File: src/rtl/intr_arbiter_ctrl.sv
// Fixed-priority interrupt arbiter: req/ack handshake to the core,
// CLR pulses to the generator, in-service tracking until MRET.
//
// Ports: CLK, RST_N (async, active low), INTR/MASK/GIE (request inputs),
// INT_REQ/INT_ACK/INT_ID/INT_ADDR (core handshake), MRET (handler return),
// CLR (clear pulses), IN_SERVICE (in-service bits), MRET_ERR (sticky error).
// Build option: define INTR_NEST_EN to let higher-priority sources preempt.
module intr_arbiter_ctrl #(
  parameter int          NUM_SRC    = 6,
  parameter int          ID_W       = 3,
  parameter logic [31:0] VEC_BASE   = 32'h0000_0100,
  parameter logic [31:0] VEC_STRIDE = 32'h0000_0010
) (
  input  logic               CLK,
  input  logic               RST_N,
  input  logic [NUM_SRC-1:0] INTR,
  input  logic [NUM_SRC-1:0] MASK,
  input  logic               GIE,
  output logic               INT_REQ,
  input  logic               INT_ACK,
  output logic [ID_W-1:0]    INT_ID,
  output logic [31:0]        INT_ADDR,
  input  logic               MRET,
  output logic [NUM_SRC-1:0] CLR,
  output logic [NUM_SRC-1:0] IN_SERVICE,
  output logic               MRET_ERR
);

  localparam logic [NUM_SRC-1:0] ONE = NUM_SRC'(1);

  typedef enum logic {IDLE, REQ} state_t;

  state_t state, state_nxt;

  logic [NUM_SRC-1:0] in_svc, in_svc_nxt;
  logic [NUM_SRC-1:0] isv_low, elig;
  logic [NUM_SRC-1:0] cand_oh, req_oh;
  logic [ID_W-1:0]    cand_id, req_id;
  logic [31:0]        cand_addr, req_addr;
  logic               mret_err;
  logic               take, fire;

  // lowest set in-service bit (highest-priority active handler)
  assign isv_low = in_svc & (~in_svc + ONE);

`ifdef INTR_NEST_EN
  logic [NUM_SRC-1:0] below;

  // all ones when nothing is in service, else bits strictly below isv_low
  assign below = isv_low - ONE;
  assign elig  = INTR & MASK & ~in_svc & below;
`else
  assign elig  = (in_svc == '0) ? (INTR & MASK) : '0;
`endif

  // downward scan so the lowest index wins
  always_comb begin
    cand_oh   = '0;
    cand_id   = '0;
    cand_addr = '0;
    for (int i = NUM_SRC - 1; i >= 0; i--) begin
      if (elig[i]) begin
        cand_oh   = ONE << i;
        cand_id   = ID_W'(i + 1);
        cand_addr = VEC_BASE + VEC_STRIDE * 32'(i);
      end
    end
  end

  always_ff @(posedge CLK or negedge RST_N) begin
    if (!RST_N) state <= IDLE;
    else        state <= state_nxt;
  end

  always_comb begin
    state_nxt = state;
    take      = 1'b0;
    fire      = 1'b0;
    unique case (state)
      IDLE: begin
        if (GIE && (elig != '0)) begin
          take      = 1'b1;
          state_nxt = REQ;
        end
      end
      REQ: begin
        // ack beats a simultaneous GIE drop
        if (INT_ACK) begin
          fire      = 1'b1;
          state_nxt = IDLE;
        end else if (!GIE) begin
          state_nxt = IDLE;
        end
      end
      default: state_nxt = IDLE;
    endcase
  end

  // MRET clear uses the old value, then the accepted bit is ORed in
  always_comb begin
    in_svc_nxt = in_svc;
    if (MRET) in_svc_nxt = in_svc & ~isv_low;
    if (fire) in_svc_nxt = in_svc_nxt | req_oh;
  end

  always_ff @(posedge CLK or negedge RST_N) begin
    if (!RST_N) begin
      req_id   <= '0;
      req_addr <= '0;
      req_oh   <= '0;
      in_svc   <= '0;
      mret_err <= 1'b0;
    end else begin
      if (take) begin
        req_id   <= cand_id;
        req_addr <= cand_addr;
        req_oh   <= cand_oh;
      end
      in_svc <= in_svc_nxt;
      if (MRET && (in_svc == '0)) mret_err <= 1'b1;
    end
  end

  assign INT_REQ    = (state == REQ);
  assign INT_ID     = INT_REQ ? req_id : '0;
  assign INT_ADDR   = INT_REQ ? req_addr : '0;
  assign CLR        = fire ? req_oh : '0;
  assign IN_SERVICE = in_svc;
  assign MRET_ERR   = mret_err;

endmodule

File: config.mk
export PLATFORM = sky130hd
export DESIGN_NAME = intr_arbiter_ctrl
export DESIGN_NICKNAME = d
export VERILOG_FILES = /design/src/rtl/intr_arbiter_ctrl.sv
export SDC_FILE = /design/constraint.sdc
export NUM_CORES = 1
export LEC_CHECK = 0
export ABC_CLOCK_PERIOD_IN_PS = 2300
export BUFFER_PORTS_ARGS = -buffer_cell sky130_fd_sc_hd__buf_2
export CORE_MARGIN = 4
export CORE_UTILIZATION = 45
export DETAILED_ROUTE_END_ITERATION = 8
export PLACE_DENSITY = 0.79
export SETUP_SLACK_MARGIN = 0.05
export SLEW_MARGIN = 25
export SYNTH_ARGS = -nofsm -noshare
export SYNTH_HDL_FRONTEND = slang
export SYNTH_SLANG_ARGS = --single-unit
export TNS_END_PERCENT = 100
File: constraint.sdc
create_clock -name CLK -period 2.3 [get_ports CLK]
set_clock_uncertainty 0.2 [all_clocks]
set_input_delay 0.115 -clock CLK [delete_from_list [all_inputs] [get_ports CLK]]
set_output_delay 0.115 -clock CLK [all_outputs]
set_load 0.01 [all_outputs]
# ---- Word-level counts from Yosys, hierarchy flattened
# Index checks and enable logic that the tools add are counted.
dict set report totals {
  elab_cells 49
  output_inout_bits 49
  reg_bits 49
}
dict set report op_classes {
  n_mux 31
  bitwise_logic 7
  reduce_logical 4
  addsub 1
}
# op count
set ops {}
lappend ops {{32-bit 2-to-1 mux} 5}
lappend ops {{6-bit 2-to-1 mux} 10}
lappend ops {{3-bit 2-to-1 mux} 7}
lappend ops {{6-bit bitwise AND} 3}
lappend ops {{9-bit 2-to-1 mux} 2}
lappend ops {{6-bit NOT} 2}
lappend ops {{6-bit by 1-bit adder with 6-bit output, second input constant} 1}
lappend ops {{6-bit logical NOT} 1}
lappend ops {{1-bit 2-to-1 mux} 6}
lappend ops {{6-bit OR} 1}
lappend ops {{6-bit nonzero test} 1}
lappend ops {{1-bit logical AND} 2}
lappend ops {{1-bit case mux with 2 select lines} 1}
lappend ops {{1-bit NOT} 1}

# ---- Logic depth before layout (Yosys ltp)
dict set report depth {
  ltp_word 8
  depth_mapped 5
}

# ---- Worst setup path after synthesis
# OpenSTA, ideal clock, no wires.
dict set report synth_path {
  path_type {reg-to-reg}
  startpoint {reg in_svc[5] (netlist: IN_SERVICE[5])}
  endpoint {reg req_oh[2]}
  slack_ns 0.378
  path_stages_with_launch 6
  synth_period_minus_slack_ns 1.922
  t_arrival_ns 1.601
  setup_ns 0.121
  path_cell_list {dfrtp_1 nor4_4 nand4b_4 or2_1 buf_6 a22o_1}
}
dict set report synth_via {
  elab_chain_len 7
  word_cells_on_any_way 11
  classes_between {mux (8); reduce/logical (3)}
}
# element line_no
set synth_rtl {}
lappend synth_rtl {{from (decl)} 35} ;# logic [NUM_SRC-1:0] in_svc, in_svc_nxt;
lappend synth_rtl {{from (signal assigned)} 119} ;# in_svc <= in_svc_nxt;
lappend synth_rtl {{6-bit logical NOT (*)} 53} ;# assign elig = (in_svc == '0) ? (INTR & MASK) : '0;
lappend synth_rtl {{6-bit 2-to-1 mux (*)} 53}
lappend synth_rtl {{6-bit 2-to-1 mux (5 in a row)} 62} ;# if (elig[i]) begin
lappend synth_rtl {{to (signal assigned)} 117} ;# req_oh <= cand_oh;
lappend synth_rtl {{to (decl)} 37} ;# logic [NUM_SRC-1:0] cand_oh, req_oh;
# Mark *: on every way between the ends. The rest lies on a longest branch, timed or not.
# A chain may end at the register's enable or synchronous reset.

# ---- Final worst setup path
dict set report layout_path {
  startpoint {reg in_svc[1] (netlist: IN_SERVICE[1])}
  endpoint {reg req_oh[2]}
}
# Same word-level chain as after synthesis.

==> results by stage <==
Run status:
- The run finished with clean final reports.

Die:
- In this run the count of I/O pins placed on the die edge is 66.
- The die is 61.4 um wide.
- The die covers 0.00377 mm^2.
- The floorplan has 19 rows.
- Measured along the y axis, the die boundary spans 61.4 um.
- The core box area is 0.00273 mm^2.
- The initial utilization of the core area, before any placement, comes to 0.469.

Detailed routing:
- Dividing the detail-routed wire length by the instance count gives 12.8 um.
- After detailed routing, the total wire length is 2.69 mm.
- The count of nets left with antenna violations once routing finished came out at 0.
- The vias after detailed routing is 1038.
- After the first detailed-routing iteration, the DRC count stood at 73.
- The number of iterations in the first detailed-routing pass is 4.
- The total DRC errors in the routed layout is 0.
- The average via count per standard cell is 4.92.

Logic synthesis:
- By count the netlist is led by sky130_fd_sc_hd__buf_4, sky130_fd_sc_hd__dfrtp_1, sky130_fd_sc_hd__a21o_1, sky130_fd_sc_hd__and2_1, sky130_fd_sc_hd__nand2_1.
- The share of synthesized registers carrying an async set or reset is 1.00.
- The mean instance size in the synthesized netlist is 9.86 um^2.
- Summing every instance area after synthesis gives 0.00128 mm^2.
- The sequential area share after synthesis is 0.410.
- The register bit total from synthesis is 21.
- The number of library cell types mapped by synthesis is 34.
- The Yosys step of the flow raised 0 warnings.
- In the post-synthesis netlist, the cell with the most instances is sky130_fd_sc_hd__buf_4.
- Sorting the synthesized cells by area gives the leading types as sky130_fd_sc_hd__dfrtp_1, sky130_fd_sc_hd__buf_4, sky130_fd_sc_hd__a21o_1.
- The count of mapped cells out of synthesis is 130.
- Yosys mapped a number of flops with a built-in enable equal to 0.
- In the synthesized netlist the dominant register cell turns out to be sky130_fd_sc_hd__dfrtp_1.
- The largest total area in the synthesized netlist belongs to sky130_fd_sc_hd__dfrtp_1.
- The share of synthesized area in the top cell type comes to 0.410.

Clock tree:
- In this run the number of H-tree levels came out at 1.
- The TritonCTS clock tree is yes.
- The clock root buffer is sky130_fd_sc_hd__clkbuf_4.
- The CTS sink count is 21.
- The number of buffers on the longest clock path is 2.
- The clock slew seen by the registers of the worst setup and hold paths is 0.11 ns.
- The later pin in the worst-skew pair is clocked with a latency of 0.30 ns.
- The number of buffers added by the clock tree synthesis step is 3.

Timing:
- Setup slack on the critical path of the routed design comes to 0.152 ns.
- The achievable clock frequency is 466 MHz.
- The minimum clock period is 2.15 ns.
- Setup repair after global routing left no endpoint under its margin.
- Setup violations remaining at the end of the flow were counted as 0.
- In the final timing run, aggregate negative setup slack is 0 ns.
- The ratio of final minimum period to clock period is 0.934.
- The count of pins over their slew limit was 0.
- The final hold violation count came to 0.

Power and ir drop:
- The power density of the placed cells is 927 mW/mm^2.
- The sequential share of power is 0.391.
- The total leakage power is 0.000905 uW.
- The net switching power is 559 uW.
- The share of total power dissipated in combinational logic is 0.485.
- The share of total power dissipated in the clock network is 0.124.
- Of the total power, the share spent switching nets is 0.392.
- The maximum VDD drop is 0.590 mV.
- The internal portion of the total power is 866 uW.

Finish:
- The number of nets in the final layout is 198.
- The number of antenna diodes in the final layout is 0.
- The area overhead of the layout relative to synthesis is 20.0%.
- Of the cells placed in the final design, the portion with a size suffix greater than 1 is 0.278.

Placement:
- At the end of routability-driven placement, the weighted congestion stood at 0.853.
- Detailed placement ended at an HPWL of 2.10 mm.
- The minimum setup slack after placement is 0.180 ns.
- The count of buffers from port buffering is 37.

Hold path:
- The tightest min-delay check is of the in2reg type.

Global routing:
- The initial antenna violation count was 0.
- The total global routing overflow is 0.
- The number of global-route vias before repair came to 955.
- The pin count of the biggest net entering global routing is 22.
- The first global-routing pass estimated 4.26 mm of wire.
- For this run, the total global-route usage over all layers was measured as 0.152.

Critical path:
- The peak per-stage delay on the critical path is 0.56 ns.
- The kind of critical path is reg2reg.
- The arrival time at the worst endpoint is 2.20 ns.
- The startpoint class of the critical path is a flop.
- The slowest stage of the critical path belongs to the cell sky130_fd_sc_hd__dlygate4sd3_1.
- The worst endpoint required time is 2.35 ns.
- Counting both buffers and inverters, the worst setup path holds a total of 1.
- The maximum net fanout on the critical path is 4.
- The endpoint kind of the worst setup timing path is a flop.
- The critical path goes through nor4_4 > nand3_2 > a21oi_2 > dlygate4sd3_1 > a22o_1.
- On the critical path the largest part of the delay comes from simple AND/OR/NAND/NOR gates.

Flow run:
- The count of maximum capacitance violations is 0.
==> power by group through the flow <==
stage          registers [uW]  logic, uW  clock network (uW)
5_1_grt                   573        771                 193
6_report                  556        691                 177
3_5_place_dp              563        646                   0
2_1_floorplan             563        486                   0
3_3_place_gp              555        638                   0
4_1_cts                   556        679                 182
==> cell usage in the layout (no fill, tap or decap) <==
master / instances
sky130_fd_sc_hd__mux2_1: 1
sky130_fd_sc_hd__or2_4: 1
sky130_fd_sc_hd__dlygate4sd3_1: 11
sky130_fd_sc_hd__clkbuf_1: 1
sky130_fd_sc_hd__nand3_2: 1
sky130_fd_sc_hd__clkbuf_4: 3
sky130_fd_sc_hd__nand2_1: 8
sky130_fd_sc_hd__a31oi_1: 1
sky130_fd_sc_hd__a2bb2oi_1: 2
sky130_fd_sc_hd__nor2_1: 4
sky130_fd_sc_hd__nand2b_1: 6
sky130_fd_sc_hd__a22o_1: 2
sky130_fd_sc_hd__o21a_1: 1
sky130_fd_sc_hd__o21ai_0: 4
sky130_fd_sc_hd__o41ai_2: 1
sky130_fd_sc_hd__or3b_2: 1
sky130_fd_sc_hd__and2_1: 8
sky130_fd_sc_hd__a2111oi_2: 1
sky130_fd_sc_hd__a21oi_1: 3
sky130_fd_sc_hd__dfrtp_2: 1
sky130_fd_sc_hd__nor3_1: 4
sky130_fd_sc_hd__inv_1: 4
sky130_fd_sc_hd__a21o_1: 8
sky130_fd_sc_hd__nand4_1: 1
sky130_fd_sc_hd__and3_1: 6
sky130_fd_sc_hd__a21oi_2: 1
sky130_fd_sc_hd__nand4b_4: 1
sky130_fd_sc_hd__o21bai_1: 1
sky130_fd_sc_hd__a222oi_1: 2
sky130_fd_sc_hd__buf_4: 1
sky130_fd_sc_hd__a32o_1: 1
sky130_fd_sc_hd__nor2b_1: 1
sky130_fd_sc_hd__buf_2: 37
sky130_fd_sc_hd__nor4_4: 1
sky130_fd_sc_hd__nor4_1: 1
sky130_fd_sc_hd__conb_1: 28
sky130_fd_sc_hd__dfrtp_1: 20
sky130_fd_sc_hd__nand4b_1: 1
==> worst reg2reg max path, delay by kind of cell (launching register included) <==
kind | cells | cell delay, ns
AOI/OAI and AO/OA | 2 | 0.28
buffers and inverters | 1 | 0.56
DFF | 1 | 0.46
and+or+nand+nor | 2 | 0.60
==> repair_timing <==
action / CTS / global route
setup buffers: 0 / 0
endpoints found under the setup margin: 0 / 2
hold buffers: 11 / 0
endpoints found under the hold margin: 27 / 0
gates resized for setup: 0 / 4
==> path summary, 6_finish.rpt <==
path	startpoint	to	slack, ns	depth (start not counted)
max in group asynchronous	RST_N	IN_SERVICE[1]	1.48	2
worst max-delay path	IN_SERVICE[1]	req_oh[2]	0.15	5
worst min-delay path	INTR[0]	req_id[2]	0.006	4
worst max register to register	IN_SERVICE[1]	req_oh[2]	0.15	5
min in group asynchronous	RST_N	req_addr[8]	0.08	2
worst min register to register	req_addr[8]	req_addr[8]	0.28	1
==> kinds of logic (layout without fill, tap and decap cells) <==
kind of cell | count (synthesis) | in the layout | synth area share
buffers and inverters | 34 | 57 | 0.187
flip-flops | 21 | 21 | 0.410
multiplexers | 1 | 1 | 0.00879
other | 1 | 28 | 0.00293
AND/OR/NAND/NOR | 45 | 45 | 0.221
AO/OA/AOI/OAI | 28 | 28 | 0.170
==> metrics by stage <==
stage / total power, uW / hold WS, ns / util / cells / area [um^2]
after floorplan: 1050 / -0.381 / - / 157 / 1380
after global placement: 1190 / -0.117 / 0.508 / 196 / 1390
after detailed placement: 1210 / -0.104 / 0.508 / 196 / 1390
after CTS: 1420 / 0.00593 / 0.558 / 211 / 1530
after global routing: 1540 / 0.0318 / 0.562 / 211 / 1540
final: 1420 / 0.00566 / 0.562 / 211 / 1540
==> area by class of cell <==
class	count	area [um^2]
Inverter	4	15.0
Clock buffer	4	26.3
Fill cell	243	1200
Multi-Input combinational cell	102	628
Timing Repair Buffer	49	303
Tap cell	31	38.8
Sequential cell	21	527
==> metal layers <==
layer | track usage | part of all wire | up-vias
met5 | 0 | 0 | -
met4 | 0.0545 | 0.012 | 0
met3 | 0.0273 | 0.079 | 2
met2 | 0.252 | 0.48 | 46
met1 | 0.200 | 0.43 | 493
li1 | - | - | 497
==> registers in the layout, summed over array words and instances, names as in the netlist <==
name and flops:
INT_REQ 1, IN_SERVICE 6, MRET_ERR 1, req_addr 4
req_id 3, req_oh 6
(Power assumes the default switching activity.)
